**config.mk**
```make
export PLATFORM = sky130hd
export DESIGN_NAME = wave_generator_flat
export DESIGN_NICKNAME = d
export VERILOG_FILES = /design/src/rtl/wave_generator_if.sv /design/src/rtl/wave_generator.sv /design/src/flat_wrapper.sv
export SDC_FILE = /design/constraint.sdc
export NUM_CORES = 1
export LEC_CHECK = 0
export CAP_MARGIN = 10
export CORE_ASPECT_RATIO = 1.75
export CORE_UTILIZATION = 60
export DETAILED_ROUTE_END_ITERATION = 16
export DONT_BUFFER_PORTS = 1
export PLACE_DENSITY = 0.76
export SLEW_MARGIN = 5
export SYNTH_ARGS = -nofsm -noshare
export SYNTH_HDL_FRONTEND = slang
export SYNTH_SLANG_ARGS = --single-unit
```
**constraint.sdc**
```tcl
create_clock -name sysclk -period 6.4 [get_ports sysclk]
set_input_delay 0.64 -clock sysclk [delete_from_list [all_inputs] [get_ports sysclk]]
set_output_delay 0.64 -clock sysclk [all_outputs]
set_load 0.01 [all_outputs]
```
**src/rtl/wave_generator_if.sv**
```systemverilog
// Control and level bundle between a wave_generator and its host/PWM consumer.
// No handshake: controls are sampled every sysclk, outputs are valid every cycle.
interface wave_generator_if #(
    parameter int WIDTH   = 6,
    parameter int PRESC_W = 6
);
    logic               enable;
    logic [1:0]         mode;
    logic [PRESC_W-1:0] scale;
    logic [WIDTH-1:0]   step;
    logic [WIDTH-1:0]   duty_out;
    logic               period_tick;

    modport master (
        output enable, mode, scale, step,
        input  duty_out, period_tick
    );

    modport slave (
        input  enable, mode, scale, step,
        output duty_out, period_tick
    );
endinterface

```
**src/rtl/wave_generator.sv**
```systemverilog
// Triangle / sawtooth / square level generator feeding a PWM duty input; level is combinational from state, period_tick registered.
// No backpressure: free-running while enable=1, all state frozen while enable=0.
module wave_generator #(
    parameter int WIDTH   = 6,
    parameter int PRESC_W = 6
) (
    input  logic             sysclk,
    input  logic             rst,
    wave_generator_if.slave  bus
);

    typedef enum logic [1:0] {
        MODE_TRI    = 2'b00,
        MODE_SAW_UP = 2'b01,
        MODE_SQUARE = 2'b10,
        MODE_SAW_DN = 2'b11
    } mode_e;

    localparam logic [WIDTH-1:0] MAX = {WIDTH{1'b1}};

    logic [PRESC_W-1:0] pre_cnt;
    logic [PRESC_W-1:0] pre_cnt_nxt;
    logic [PRESC_W-1:0] scale_m1;
    logic [WIDTH-1:0]   acc;
    logic [WIDTH-1:0]   acc_nxt;
    logic [WIDTH:0]     sum_up;
    logic               dir;
    logic               dir_nxt;
    logic               ptick_q;
    logic               ptick_nxt;
    mode_e              mode_q;
    logic               mode_chg;
    logic               tick;
    logic [WIDTH-1:0]   duty;

    // scale of 0 behaves as 1, so the terminal count is clamped at 0
    assign scale_m1 = (bus.scale == '0) ? '0 : bus.scale - PRESC_W'(1);
    assign mode_chg = (mode_e'(bus.mode) != mode_q);
    // >= rather than == so a scale reduced below the current count wraps at once
    assign tick     = bus.enable && !mode_chg && (pre_cnt >= scale_m1);
    assign sum_up   = {1'b0, acc} + {1'b0, bus.step};

    always_comb begin
        pre_cnt_nxt = pre_cnt;
        acc_nxt     = acc;
        dir_nxt     = dir;
        ptick_nxt   = 1'b0;
        if (mode_chg) begin
            pre_cnt_nxt = '0;
            acc_nxt     = '0;
            dir_nxt     = 1'b0;
        end else if (bus.enable) begin
            pre_cnt_nxt = tick ? '0 : pre_cnt + PRESC_W'(1);
            if (tick) begin
                if (mode_q == MODE_TRI) begin
                    if (!dir) begin
                        if (sum_up >= {1'b0, MAX}) begin
                            acc_nxt = MAX;
                            dir_nxt = 1'b1;
                        end else begin
                            acc_nxt = sum_up[WIDTH-1:0];
                        end
                    end else if (acc <= bus.step) begin
                        acc_nxt   = '0;
                        dir_nxt   = 1'b0;
                        ptick_nxt = 1'b1;
                    end else begin
                        acc_nxt = acc - bus.step;
                    end
                end else begin
                    acc_nxt   = sum_up[WIDTH-1:0];
                    ptick_nxt = sum_up[WIDTH];
                end
            end
        end
    end

    always_ff @(posedge sysclk or posedge rst) begin
        if (rst) begin
            pre_cnt <= '0;
            acc     <= '0;
            dir     <= 1'b0;
            ptick_q <= 1'b0;
            mode_q  <= MODE_TRI;
        end else begin
            pre_cnt <= pre_cnt_nxt;
            acc     <= acc_nxt;
            dir     <= dir_nxt;
            ptick_q <= ptick_nxt;
            mode_q  <= mode_e'(bus.mode);
        end
    end

    always_comb begin
        duty = '0;
        if (bus.enable) begin
            case (mode_q)
                MODE_TRI, MODE_SAW_UP: duty = acc;
                MODE_SQUARE:           duty = acc[WIDTH-1] ? MAX : '0;
                default:               duty = MAX - acc;
            endcase
        end
    end

    assign bus.duty_out    = duty;
    // gated so a pulse registered just before a freeze never leaks out
    assign bus.period_tick = ptick_q & bus.enable;

endmodule

```
**src/flat_wrapper.sv**
```systemverilog
// flat-port wrapper written by rule: the top's interface ports become plain ports
module wave_generator_flat 
#(
    parameter int WIDTH   = 6,
    parameter int PRESC_W = 6
)
  (sysclk, rst, bus_enable, bus_mode, bus_scale, bus_step, bus_duty_out, bus_period_tick);
  wave_generator_if #(.WIDTH(WIDTH), .PRESC_W(PRESC_W)) bus_i ();
  input  logic sysclk;
  input  logic rst;
  input wire logic [$bits(bus_i.enable)-1:0] bus_enable;
  input wire logic [$bits(bus_i.mode)-1:0] bus_mode;
  input wire logic [$bits(bus_i.scale)-1:0] bus_scale;
  input wire logic [$bits(bus_i.step)-1:0] bus_step;
  output wire logic [$bits(bus_i.duty_out)-1:0] bus_duty_out;
  output wire logic [$bits(bus_i.period_tick)-1:0] bus_period_tick;
  assign bus_i.enable = bus_enable;
  assign bus_i.mode = bus_mode;
  assign bus_i.scale = bus_scale;
  assign bus_i.step = bus_step;
  assign bus_duty_out = bus_i.duty_out;
  assign bus_period_tick = bus_i.period_tick;
  wave_generator #(.WIDTH(WIDTH), .PRESC_W(PRESC_W)) u_core (.sysclk(sysclk), .rst(rst), .bus(bus_i));
endmodule
```
# After elaboration in Yosys (flattened, before gate mapping)
# Cells that the tools add are included.
[op_classes]
add_sub_neg = 5
order_cmp = 3
n_eq_ne = 3
muxes = 27
bitwise = 1
n_reduce_logical = 11
[ops]
columns = ["operator", "n"]
rows = [
  ["two-way mux 6 bit", 13],
  ["two-way mux 1 bit", 13],
  ["one-hot mux 6 bit (2 select lines)", 1],
  ["adder 6 x 6 -> 7 bit", 1],
  ["greater-or-equal comparator 7 x 6 -> 1 bit, second input constant", 1],
  ["adder 6 x 1 -> 6 bit, second input constant", 1],
  ["greater-or-equal comparator 6 bit", 1],
  ["<= comparator 6 bit", 1],
  ["zero test 6 bit", 1],
  ["nonzero test 2 bit", 3],
  ["subtractor 6 x 1 -> 6 bit, second input constant", 1],
  ["subtractor 6 bit", 1],
  ["subtractor 6 bit, first input constant", 1],
  ["AND reduction 3 bit", 1],
  ["equality test 2 x 1 -> 1 bit, second input constant", 1],
  ["equality test 2 bit, second input constant", 1],
  ["logical AND 1 bit", 2],
  ["zero test 2 bit", 1],
  ["!= test 2 bit", 1],
  ["AND reduction 2 bit", 1],
  ["OR reduction 2 bit", 1],
  ["bitwise AND 1 bit", 1],
  ["zero test 1 bit", 1],
]
[word_totals]
regBits = 16
input_bits = 17
output_inout_bits = 7
wordCells = 55

# Logic depth before layout (Yosys ltp)
# Gate-level depths: netlist (run 1).
[depth]
word_depth = 8
depth_mapped = 12
ltp_nobuf = 12

# Worst setup path before layout (run 1)
# Ideal clock, no wire load.
[synth_timing]
path_type = "input-to-reg"
startpoint = "input bus_scale[0]"
endpoint = "register u_core.acc[1]"
setup_time_ps = 92
arrival_time_ps = 2717
t_required_ps = 6308
setup_slack_ps = 3591
path_stages = 11
path_buffers = 0
cell_sequence = "inv_1 -> ha_1 -> nand3b_1 -> and2_1 -> ha_1 -> nand2b_1 -> a31oi_1 -> o21ai_0 -> nor2b_1 -> o21ai_0 -> o31ai_2"
[synth_between]
elab_chain_cells = 6
word_cells_on_any_way = 7
classes_between = "1 x add/sub; 1 x order compare; 1 x mux; 4 x reduce/logical"
[synth_lines]
columns = ["element", "line", "source"]
rows = [
  ["start: declaration", "flat_wrapper.sv:13", "input wire logic [$bits(bus_i.scale)-1:0] bus_scale;"],
  ["subtractor 6 x 1 -> 6 bit or zero test 6 bit (tied branches)", "wave_generator.sv:37", "assign scale_m1 = (bus.scale == '0) ? '0 : bus.scale - PRESC_W'(1);"],
  ["two-way mux 6 bit *", "wave_generator.sv:37", ""],
  ["greater-or-equal comparator 6 bit *", "wave_generator.sv:40", "assign tick = bus.enable && !mode_chg && (pre_cnt >= scale_m1);"],
  ["logical AND 1 bit *", "wave_generator.sv:40", ""],
  ["nonzero test 2 bit (no source line) *", "-", ""],
  ["AND reduction 2 bit (no source line) *", "-", ""],
  ["end signal: assignment", "wave_generator.sv:87", "acc <= acc_nxt;"],
  ["end: declaration", "wave_generator.sv:24", "logic [WIDTH-1:0] acc;"],
]
# Every way passes the cells marked *; elsewhere a longest branch is shown, timed or not.
# A chain may end at the register's enable or synchronous reset.

# Worst setup path after layout (run 1)
# Ends and elaborated chain as after synthesis.

==> results.sh, run 1 <==
export IMPL_status="completed"
export IMPL_fin_util_pct=65.77
export IMPL_syn2layout_area_growth_pct=2.990
export IMPL_worst_slew_pin_slew_ns=0.6119
export IMPL_cp_arrival_ns=3.04
export IMPL_drtIter0Drc=18
export IMPL_vias=1495
export IMPL_numPortBuffers=0
export IMPL_syn_area_um2=1758
export IMPL_drt_drc_violations_left=0
export IMPL_cts_root_buffer="clkbuf_8"
export IMPL_cts_buffers=3
export IMPL_die_w_um=42.92
export IMPL_seqPwrFrac_pct=43.3
export IMPL_met1_usage_pct=27.51
export IMPL_grt_busiest_layer="met2"
export IMPL_required_ns=6.56
export IMPL_dieArea_um2=3159
export IMPL_seq_area_frac_synth_pct=22.78
export IMPL_slew_headroom_pct=59.12
export IMPL_grt_max_degree=17
export IMPL_drtPass1Iterations=4
export IMPL_met3_usage_pct=3.440
export IMPL_clockPowerShare_pct=36.7
export IMPL_viasPerCell=6.308
export IMPL_cts_tree="built"
export IMPL_drv_slew=0
export IMPL_yosysWarnings=0
export IMPL_synth_flop_cell="dfrtp_1"
export IMPL_grt_pass1_vias=1513
export IMPL_multi_input_area_um2=1257
export IMPL_n_fill_cell=254
export IMPL_critPathKind="in -> reg"
export IMPL_p_leak_nw=0.8673
export IMPL_ir_drop_uv=65.00
export IMPL_drive_gt1_share_pct=6.190
export IMPL_cap_violations=0
export IMPL_routedWlPerCell_um=16.85
export IMPL_synth_nets=251
export IMPL_cp_max_fo=6
export IMPL_gr_total_overflow=0
export IMPL_ant_nets=0
export IMPL_p_switching_mw=0.06707
export IMPL_fin_skew_ns=0.0008155
export IMPL_track_usage_pct=28.88
export IMPL_yosysTopAreaCell="dfrtp_1"
export IMPL_hp_class="in -> async"
export IMPL_hold_buffers=0
export IMPL_netlist_instances=212
export IMPL_synth_top_area_share_pct=22.78
export IMPL_async_flop_share_pct=100.0
export IMPL_wl_um=3994
export IMPL_clk_latency_ns=0.25
export IMPL_synth_commonest_cells="ha_1 (20), inv_1 (17), nand2_1 (17), nor2_1 (17), dfrtp_1 (16)"
export IMPL_power_density_nw_per_um2=134.4
export IMPL_cp_end_kind="flip-flop"
export IMPL_ios=24
export IMPL_core_area_um2=2753
export IMPL_grt_pass1_wl_um=6775
export IMPL_cts_sinks=16
export IMPL_antenna_found_initial=0
export IMPL_fin_crit_ns=2.879
export IMPL_nets=250
export IMPL_setup_violations=0
export IMPL_yosys_cell_types_count=50
export IMPL_gp_congestion=0.9712
export IMPL_row_count=25
export IMPL_setup_tns_final_ns=0
export IMPL_clockBufferDepth=2
export IMPL_ys_ff_latch=16
export IMPL_max_freq_mhz=347.4
export IMPL_synth_area_leaders="dfrtp_1 (23%), ha_1 (14%), o21ai_0 (3.7%)"
export IMPL_syn_mean_instance_area_um2=8.292
export IMPL_yosysMostFrequentCell="ha_1"
export IMPL_path_clk_slew_ns=0.06
export IMPL_start_kind="input port"
export IMPL_combPwrFrac_pct=19.9
export IMPL_synth_edf_count=0
export IMPL_rsz0062_at_grt="no"
export IMPL_fp_dieH_um=73.61
export IMPL_hpwl_um=3377
export IMPL_h_tree_depth=1
export IMPL_diodes=0
export IMPL_postCtsSetupBuffers=0
export IMPL_cts_resized=0
export IMPL_internal_power_mw=0.1762
export IMPL_start_util_pct=63.86
export IMPL_min_period_over_period_pct=44.98
export IMPL_hold_violations=0
export IMPL_p_sw_share_pct=27.57
export IMPL_use_met2_pct=56.73
export IMPL_ff_latch_area_um2=400.4
## cells by family (layout without fill, tap and decap cells)
kind of cell	Yosys count	in the layout	synth area share [%]
buf+inv	23	21	5.694
flops	16	16	22.78
xor+xnor	12	12	5.979
compound gates	59	59	24.41
simple gates	80	80	24.63
fa+ha+maj	22	22	16.51
## flip-flops by register name (all words and copies together) (netlist names)
| register | count |
|---|---|
| u_core.pre_cnt | 6 |
| u_core.ptick_q | 1 |
| u_core.acc | 6 |
| u_core.mode_q | 2 |
| u_core.dir | 1 |
## layout by cell type, fill, tap and decap left out, types with 3 or more instances in the layout
master / instances
a21o_1: 3
a21oi_1: 12
and2_1: 6
clkbuf_8: 4
dfrtp_1: 16
ha_1: 20
inv_1: 17
nand2_1: 17
nand3_1: 4
nand3b_1: 3
nor2_1: 17
nor2b_1: 10
nor3_1: 6
o211ai_1: 5
o21a_1: 3
o21ai_0: 13
xnor2_1: 6
xor2_1: 6
## through the flow
step	hold WS [ns]	area (um2)	total power, mW	std cells	setup WS, ns
finish	0.3395	1810	0.2433	237	3.521
global route	0.3959	1810	0.2540	237	3.180
CTS	0.3561	1810	0.2449	237	3.515
detailed placement	0.5583	1755	0.1560	233	3.253
global placement	0.5422	1755	0.1547	233	3.344
floorplan	0.5005	1758	0.1479	212	3.591
## critical path: stages
cell	delay (ns)
inv_1	0.07
ha_1	0.23
nand3b_1	0.16
and2_1	0.20
ha_1	0.26
nand2b_1	0.09
a31oi_1	0.08
o21ai_0	0.44
nor2b_1	0.36
o21ai_0	0.25
o31ai_2	0.27
## power groups by stage
stage               sequential [mW]  combinational [mW]  clock, mW
floorplan                     0.106              0.0420          0
global placement              0.107              0.0476          0
detailed placement            0.107              0.0487          0
CTS                           0.105              0.0490     0.0905
global route                  0.106              0.0553     0.0930
finish                        0.105              0.0485     0.0893
## area by class of cell
type                       instances  share of cell area (%)
tap                               27                   1.866
multi-input combinational        173                   69.45
sequential                        16                   22.11
inverter                          17                   3.525
clock buffer                       4                   3.041
## worst paths after layout
check | cells past startpoint | endpoint | slack, ns | startpoint
worst max-delay path | 11 | u_core.acc[1] | 3.52 | bus_scale[0]
worst min register to register | 1 | u_core.pre_cnt[0] | 0.57 | u_core.pre_cnt[0]
worst min-delay path | 1 | u_core.mode_q[0] | 0.34 | rst
max in group asynchronous | 1 | u_core.acc[3] | 5.68 | rst
min in group sysclk | 0 | u_core.mode_q[1] | 0.42 | bus_mode[1]
worst max register to register | 7 | u_core.acc[1] | 3.84 | u_core.acc[5]
## metal layers
metal  share of wire, %  wire length, um  up-vias
li1                   -                -      746
met1                 35             1416      708
met2                 58             2310       26
met3                2.0               79       15
met4                4.7              187        0
met5                  0                0        -
Note: power is estimated with default switching activity, not from simulation.
==> run 2: changes to the inputs <==
- clock period: 6.4 -> 2.84 ns (I/O delays scaled with it)
==> run 2 against run 1 <==
Net effect:
- the run now ends with hold timing left
- die area did not move
- clock skew rose by 0.0056 ns
- highest routed layer unchanged
- wire length rose by 5.5%
- non-clock buffer count rose by 3
- first-iteration DRC count rose by 130%
- hold slack got worse by 0.35 ns
- total power rose by 130%
==> results.sh, run 2 (same netlist as run 1, synthesis figures left out) <==
export IMPL_status="complete, but fails checks"
export IMPL_violations="hold timing"
export IMPL_gp_congestion=0.9291
export IMPL_r2r_end="u_core.acc[1]"
export IMPL_crit_family="compound AO/OA/AOI/OAI gates"
export IMPL_ir_drop_uv=149.9
export IMPL_setup_tns_final_ns=0
export IMPL_p_leak_nw=0.8833
export IMPL_antenna_found_initial=0
export IMPL_ios=24
export IMPL_fin_crit_ns=2.455
export IMPL_dieArea_um2=3159
export IMPL_grt_max_degree=17
export IMPL_ff_latch_area_um2=400.4
export IMPL_wl_um=4213
export IMPL_critPathKind="reg -> reg"
export IMPL_hold_buffers=0
export IMPL_h_tree_depth=1
export IMPL_required_ns=3.00
export IMPL_cts_buffers=3
export IMPL_drtIter0Drc=41
export IMPL_reg2reg_slack_ns=0.39
export IMPL_track_usage_pct=30.35
export IMPL_numPortBuffers=0
export IMPL_worst_slew_pin_slew_ns=0.6024
export IMPL_setup_violations=0
export IMPL_hold_violations=16
export IMPL_start_kind="flip-flop"
export IMPL_min_period_over_period_pct=86.44
export IMPL_grt_pass1_wl_um=7231
export IMPL_cp_num_buf_inv=0
export IMPL_path_clk_slew_ns=0.07
export IMPL_mostFrequentLayoutCells="ha_1 (20), nor2_1 (17), nand2_1 (17), inv_1 (17), dfrtp_1 (16)"
export IMPL_rsz0062_at_grt="no"
export IMPL_start_util_pct=63.86
export IMPL_clockBufferDepth=2
export IMPL_routedWlPerCell_um=17.55
export IMPL_slew_headroom_pct=59.80
export IMPL_fp_dieH_um=73.61
export IMPL_n_fill_cell=246
export IMPL_met1_usage_pct=29.24
export IMPL_max_stage_delay_ns=0.56
export IMPL_crit_chain="ha_1 -> or4b_1 -> nand4_1 -> a211oi_2 -> o41ai_4 -> a21boi_1 -> o31ai_2"
export IMPL_reg2regPathDepth=7
export IMPL_biggestRegsByFlops="u_core.acc: 6 flops, u_core.pre_cnt: 6 flops, u_core.mode_q: 2 flops"
export IMPL_grt_pass1_vias=1599
export IMPL_hpwl_um=3550
export IMPL_syn2layout_area_growth_pct=4.271
export IMPL_layout_cells_most_common="ha_1"
export IMPL_multi_input_area_um2=1257
export IMPL_diodes=0
export IMPL_whs_ns=-0.01413
export IMPL_postCtsSetupBuffers=0
export IMPL_clk_latency_ns=0.25
export IMPL_cts_sinks=16
export IMPL_cp_end_kind="flip-flop"
export IMPL_drv_slew=0
export IMPL_drt_drc_violations_left=0
export IMPL_grt_busiest_layer="met2"
export IMPL_use_met2_pct=60.77
export IMPL_hp_class="in -> async"
export IMPL_ant_nets=0
export IMPL_vias=1513
export IMPL_viasPerCell=6.304
export IMPL_drtPass1Iterations=4
export IMPL_rr_startpoint="u_core.acc[5]"
export IMPL_cts_tree="built"
export IMPL_row_count=25
export IMPL_core_area_um2=2753
export IMPL_fin_skew_ns=0.006401
export IMPL_drive_gt1_share_pct=7.512
export IMPL_cts_resized=0
export IMPL_cap_violations=0
export IMPL_cp_max_fo=12
export IMPL_max_freq_mhz=407.4
export IMPL_nets=253
export IMPL_gr_total_overflow=0
export IMPL_cp_arrival_ns=2.61
export IMPL_slowest_stage="or4b_1"
export IMPL_die_w_um=42.92
export IMPL_met3_usage_pct=2.948
export IMPL_cts_root_buffer="clkbuf_8"
export IMPL_power_density_nw_per_um2=300.2
==> run 2: changes by cell type in the layout (fill, tap and decap cells not counted) <==
cell   previous run  this run
buf_4             0         3
==> run 2: how the worst max path moves through the flow <==
stage / endpoint / slack [ns] / startpoint / depth (start not counted)
detailed placement: u_core.acc[5] / 0.38 / u_core.acc[1] / 8
global route: u_core.acc[5] / 0.15 / u_core.acc[1] / 8
floorplan: u_core.acc[1] / 0.39 / bus_scale[0] / 11
global placement: u_core.acc[5] / 0.40 / u_core.acc[1] / 8
finish: u_core.acc[1] / 0.39 / u_core.acc[5] / 7
CTS: u_core.acc[5] / 0.36 / u_core.acc[1] / 8
==> run 2: final cells by class <==
type	instances	area share (%)
repair buffers	3	1.229
inverters	17	3.481
multi-input cells	173	68.60
well taps	27	1.843
clock buffers	4	3.003
flip-flops and latches	16	21.84
==> run 2: routing by layer <==
metal	vias to the layer above	part of all wire (%)	routed length [um]
met3	15	2.2	92
met2	34	59	2495
met5	-	0	0
li1	753	-	-
met4	0	4.2	176
met1	711	34	1449
==> run 2: stage by stage <==
step	instances	utilization, %	power (mW)	instance area, um2	setup slack [ns]
2_1_floorplan	212	-	0.3332	1758	0.3866
6_report	240	66.59	0.5504	1833	0.3852
3_5_place_dp	236	64.59	0.3556	1778	0.3797
4_1_cts	240	66.59	0.5531	1833	0.3592
3_3_place_gp	236	64.59	0.3526	1778	0.3989
5_1_grt	240	66.59	0.5740	1833	0.1469
==> run 2: report_power, final <==
group,switching [mW],internal (mW)
Clock,0.0754,0.123
Combinational,0.0687,0.0458
Sequential,0.00626,0.231
==> run 3: changes to the inputs <==
- CORE_UTILIZATION: 60 -> 58
- clock period: 2.84 -> 2 ns (I/O delays scaled with it)
==> run 3 against run 2 <==
Net effect:
- the flow finishes with violations (setup timing)
- die area up 3.3%
- fmax up 9.8%
- first-iteration DRC count down 17%
- design area up 22%
- core utilization up 11 points
- critical path depth up 2
- non-clock buffer count up 37
- critical path type unchanged
- critical endpoint unchanged
- highest routed layer unchanged
==> results.sh, run 3 (same netlist as run 1, synthesis figures left out) <==
export IMPL_row_count=26
export IMPL_h_tree_depth=1
export IMPL_status="complete, but fails checks"
export IMPL_vias=1708
export IMPL_hold_path_end="u_core.pre_cnt[0]"
export IMPL_viasPerCell=6.144
export IMPL_final_cell_area_um2=2241
export IMPL_grt_pass1_wl_um=7272
export IMPL_ant_nets=0
export IMPL_track_usage_pct=30.07
export IMPL_p_leak_nw=1.088
export IMPL_placed_area_um2=2049
export IMPL_required_ns=2.17
export IMPL_use_met2_pct=64.68
export IMPL_wl_um=4687
export IMPL_worst_slew_pin_slew_ns=0.6189
export IMPL_antenna_found_initial=0
export IMPL_diodes=0
export IMPL_rr_startpoint="u_core.acc[0]"
export IMPL_cap_violations=0
export IMPL_violations="setup timing"
export IMPL_cts_sinks=16
export IMPL_drtPass1Iterations=4
export IMPL_slew_headroom_pct=58.69
export IMPL_power_total_mw=0.8561
export IMPL_hp_class="in -> reg"
export IMPL_dieArea_um2=3264
export IMPL_power_density_nw_per_um2=382.0
export IMPL_grt_max_degree=17
export IMPL_rsz0062_at_grt="yes"
export IMPL_start_util_pct=60.72
export IMPL_whs_ns=0.2441
export IMPL_holdCritStartpoint="bus_enable"
export IMPL_clockBufferDepth=2
export IMPL_cp_max_fo=3
export IMPL_hold_violations=0
export IMPL_mostFrequentLayoutCells="buf_4 (37), nand2_1 (17), ha_1 (17)"
export IMPL_critPathKind="reg -> reg"
export IMPL_routedWlPerCell_um=16.86
export IMPL_grt_busiest_layer="met2"
export IMPL_max_freq_mhz=447.2
export IMPL_layout_cells_most_common="buf_4"
export IMPL_core_area_um2=2895
export IMPL_ios=24
export IMPL_setup_slack_ns=-0.2361
export IMPL_cts_buffers=3
export IMPL_biggestRegsByFlops="u_core.acc: 6 flops, u_core.pre_cnt: 6 flops, u_core.mode_q: 2 flops"
export IMPL_reg2regPathDepth=9
export IMPL_cts_tree="built"
export IMPL_nets=290
export IMPL_fp_dieH_um=74.83
export IMPL_met3_usage_pct=2.638
export IMPL_drive_gt1_share_pct=29.60
export IMPL_drv_slew=0
export IMPL_grt_pass1_vias=1671
export IMPL_drt_drc_violations_left=0
export IMPL_numPortBuffers=0
export IMPL_min_period_over_period_pct=111.8
export IMPL_fin_crit_ns=2.236
export IMPL_path_clk_slew_ns=0.07
export IMPL_reg2reg_slack_ns=-0.24
export IMPL_holdPathStages=2
export IMPL_fin_util_pct=77.40
export IMPL_ir_drop_uv=193.8
export IMPL_cp_arrival_ns=2.40
export IMPL_die_w_um=43.62
export IMPL_gp_congestion=0.9825
export IMPL_hpwl_um=3867
export IMPL_r2r_end="u_core.acc[1]"
export IMPL_fin_skew_ns=0.007436
export IMPL_met1_usage_pct=25.19
export IMPL_cp_end_kind="flip-flop"
export IMPL_cts_root_buffer="clkbuf_8"
export IMPL_syn2layout_area_growth_pct=27.47
export IMPL_setup_tns_final_ns=-1.394
export IMPL_start_kind="flip-flop"
export IMPL_setup_violations=8
export IMPL_clk_latency_ns=0.26
export IMPL_drtIter0Drc=34
export IMPL_gr_total_overflow=0
==> run 3: through the flow <==
stage               cells  setup slack (ns)
global route          278           -0.3579
finish                278           -0.2361
floorplan             212          -0.08827
global placement      267           -0.1657
detailed placement    267           -0.2841
CTS                   275           -0.2424
==> run 3: worst max-delay path: stages, from the launching register on <==
cell and delay (ns):
dfrtp_1 0.36, ha_2 0.19, inv_2 0.04, fa_2 0.35
and2b_1 0.23, nor2_2 0.05, or3_4 0.35, o41ai_4 0.27
a21boi_2 0.10, o31ai_2 0.22
==> run 3: layout make-up <==
class                           instances  area, um2
Inverter                               17      66.31
Sequential cell                        16      401.6
Multi-Input combinational cell        173       1375
Fill cell                             229      654.4
Clock buffer                            4      55.05
Tap cell                               28      35.03
Timing Repair Buffer                   40      307.8
==> run 3: how the worst max path moves through the flow <==
stage	slack, ns	end	cells after the start	startpoint
floorplan	-0.09	u_core.acc[1]	9	u_core.acc[0]
finish	-0.24	u_core.acc[1]	9	u_core.acc[0]
detailed placement	-0.28	u_core.acc[1]	9	u_core.acc[0]
global route	-0.36	u_core.acc[1]	9	u_core.acc[0]
global placement	-0.17	u_core.acc[1]	9	u_core.acc[0]
CTS	-0.24	u_core.acc[1]	9	u_core.acc[0]
==> run 3: report_power, final <==
group | internal (mW) | leakage [nW] | switching, mW
clock network | 0.175 | 0.0288 | 0.120
logic | 0.107 | 0.842 | 0.122
registers | 0.328 | 0.217 | 0.00474
total | 0.610 | 1.09 | 0.246
==> run 3: timing repair <==
item / 4_1_cts / 5_1_grt
endpoints found under the setup margin: 8 / 11
hold buffers: 3 / 0
setup buffers: 1 / 3
gates resized for setup: 11 / 10
endpoints found under the hold margin: 18 / 0
pin swaps: 4 / 4
==> run 3: layer usage <==
metal  vias up  wire, um
met2        40      2820
met3        16       119
met5         -         0
met1       827      1563
met4         0       183
li1        825         -
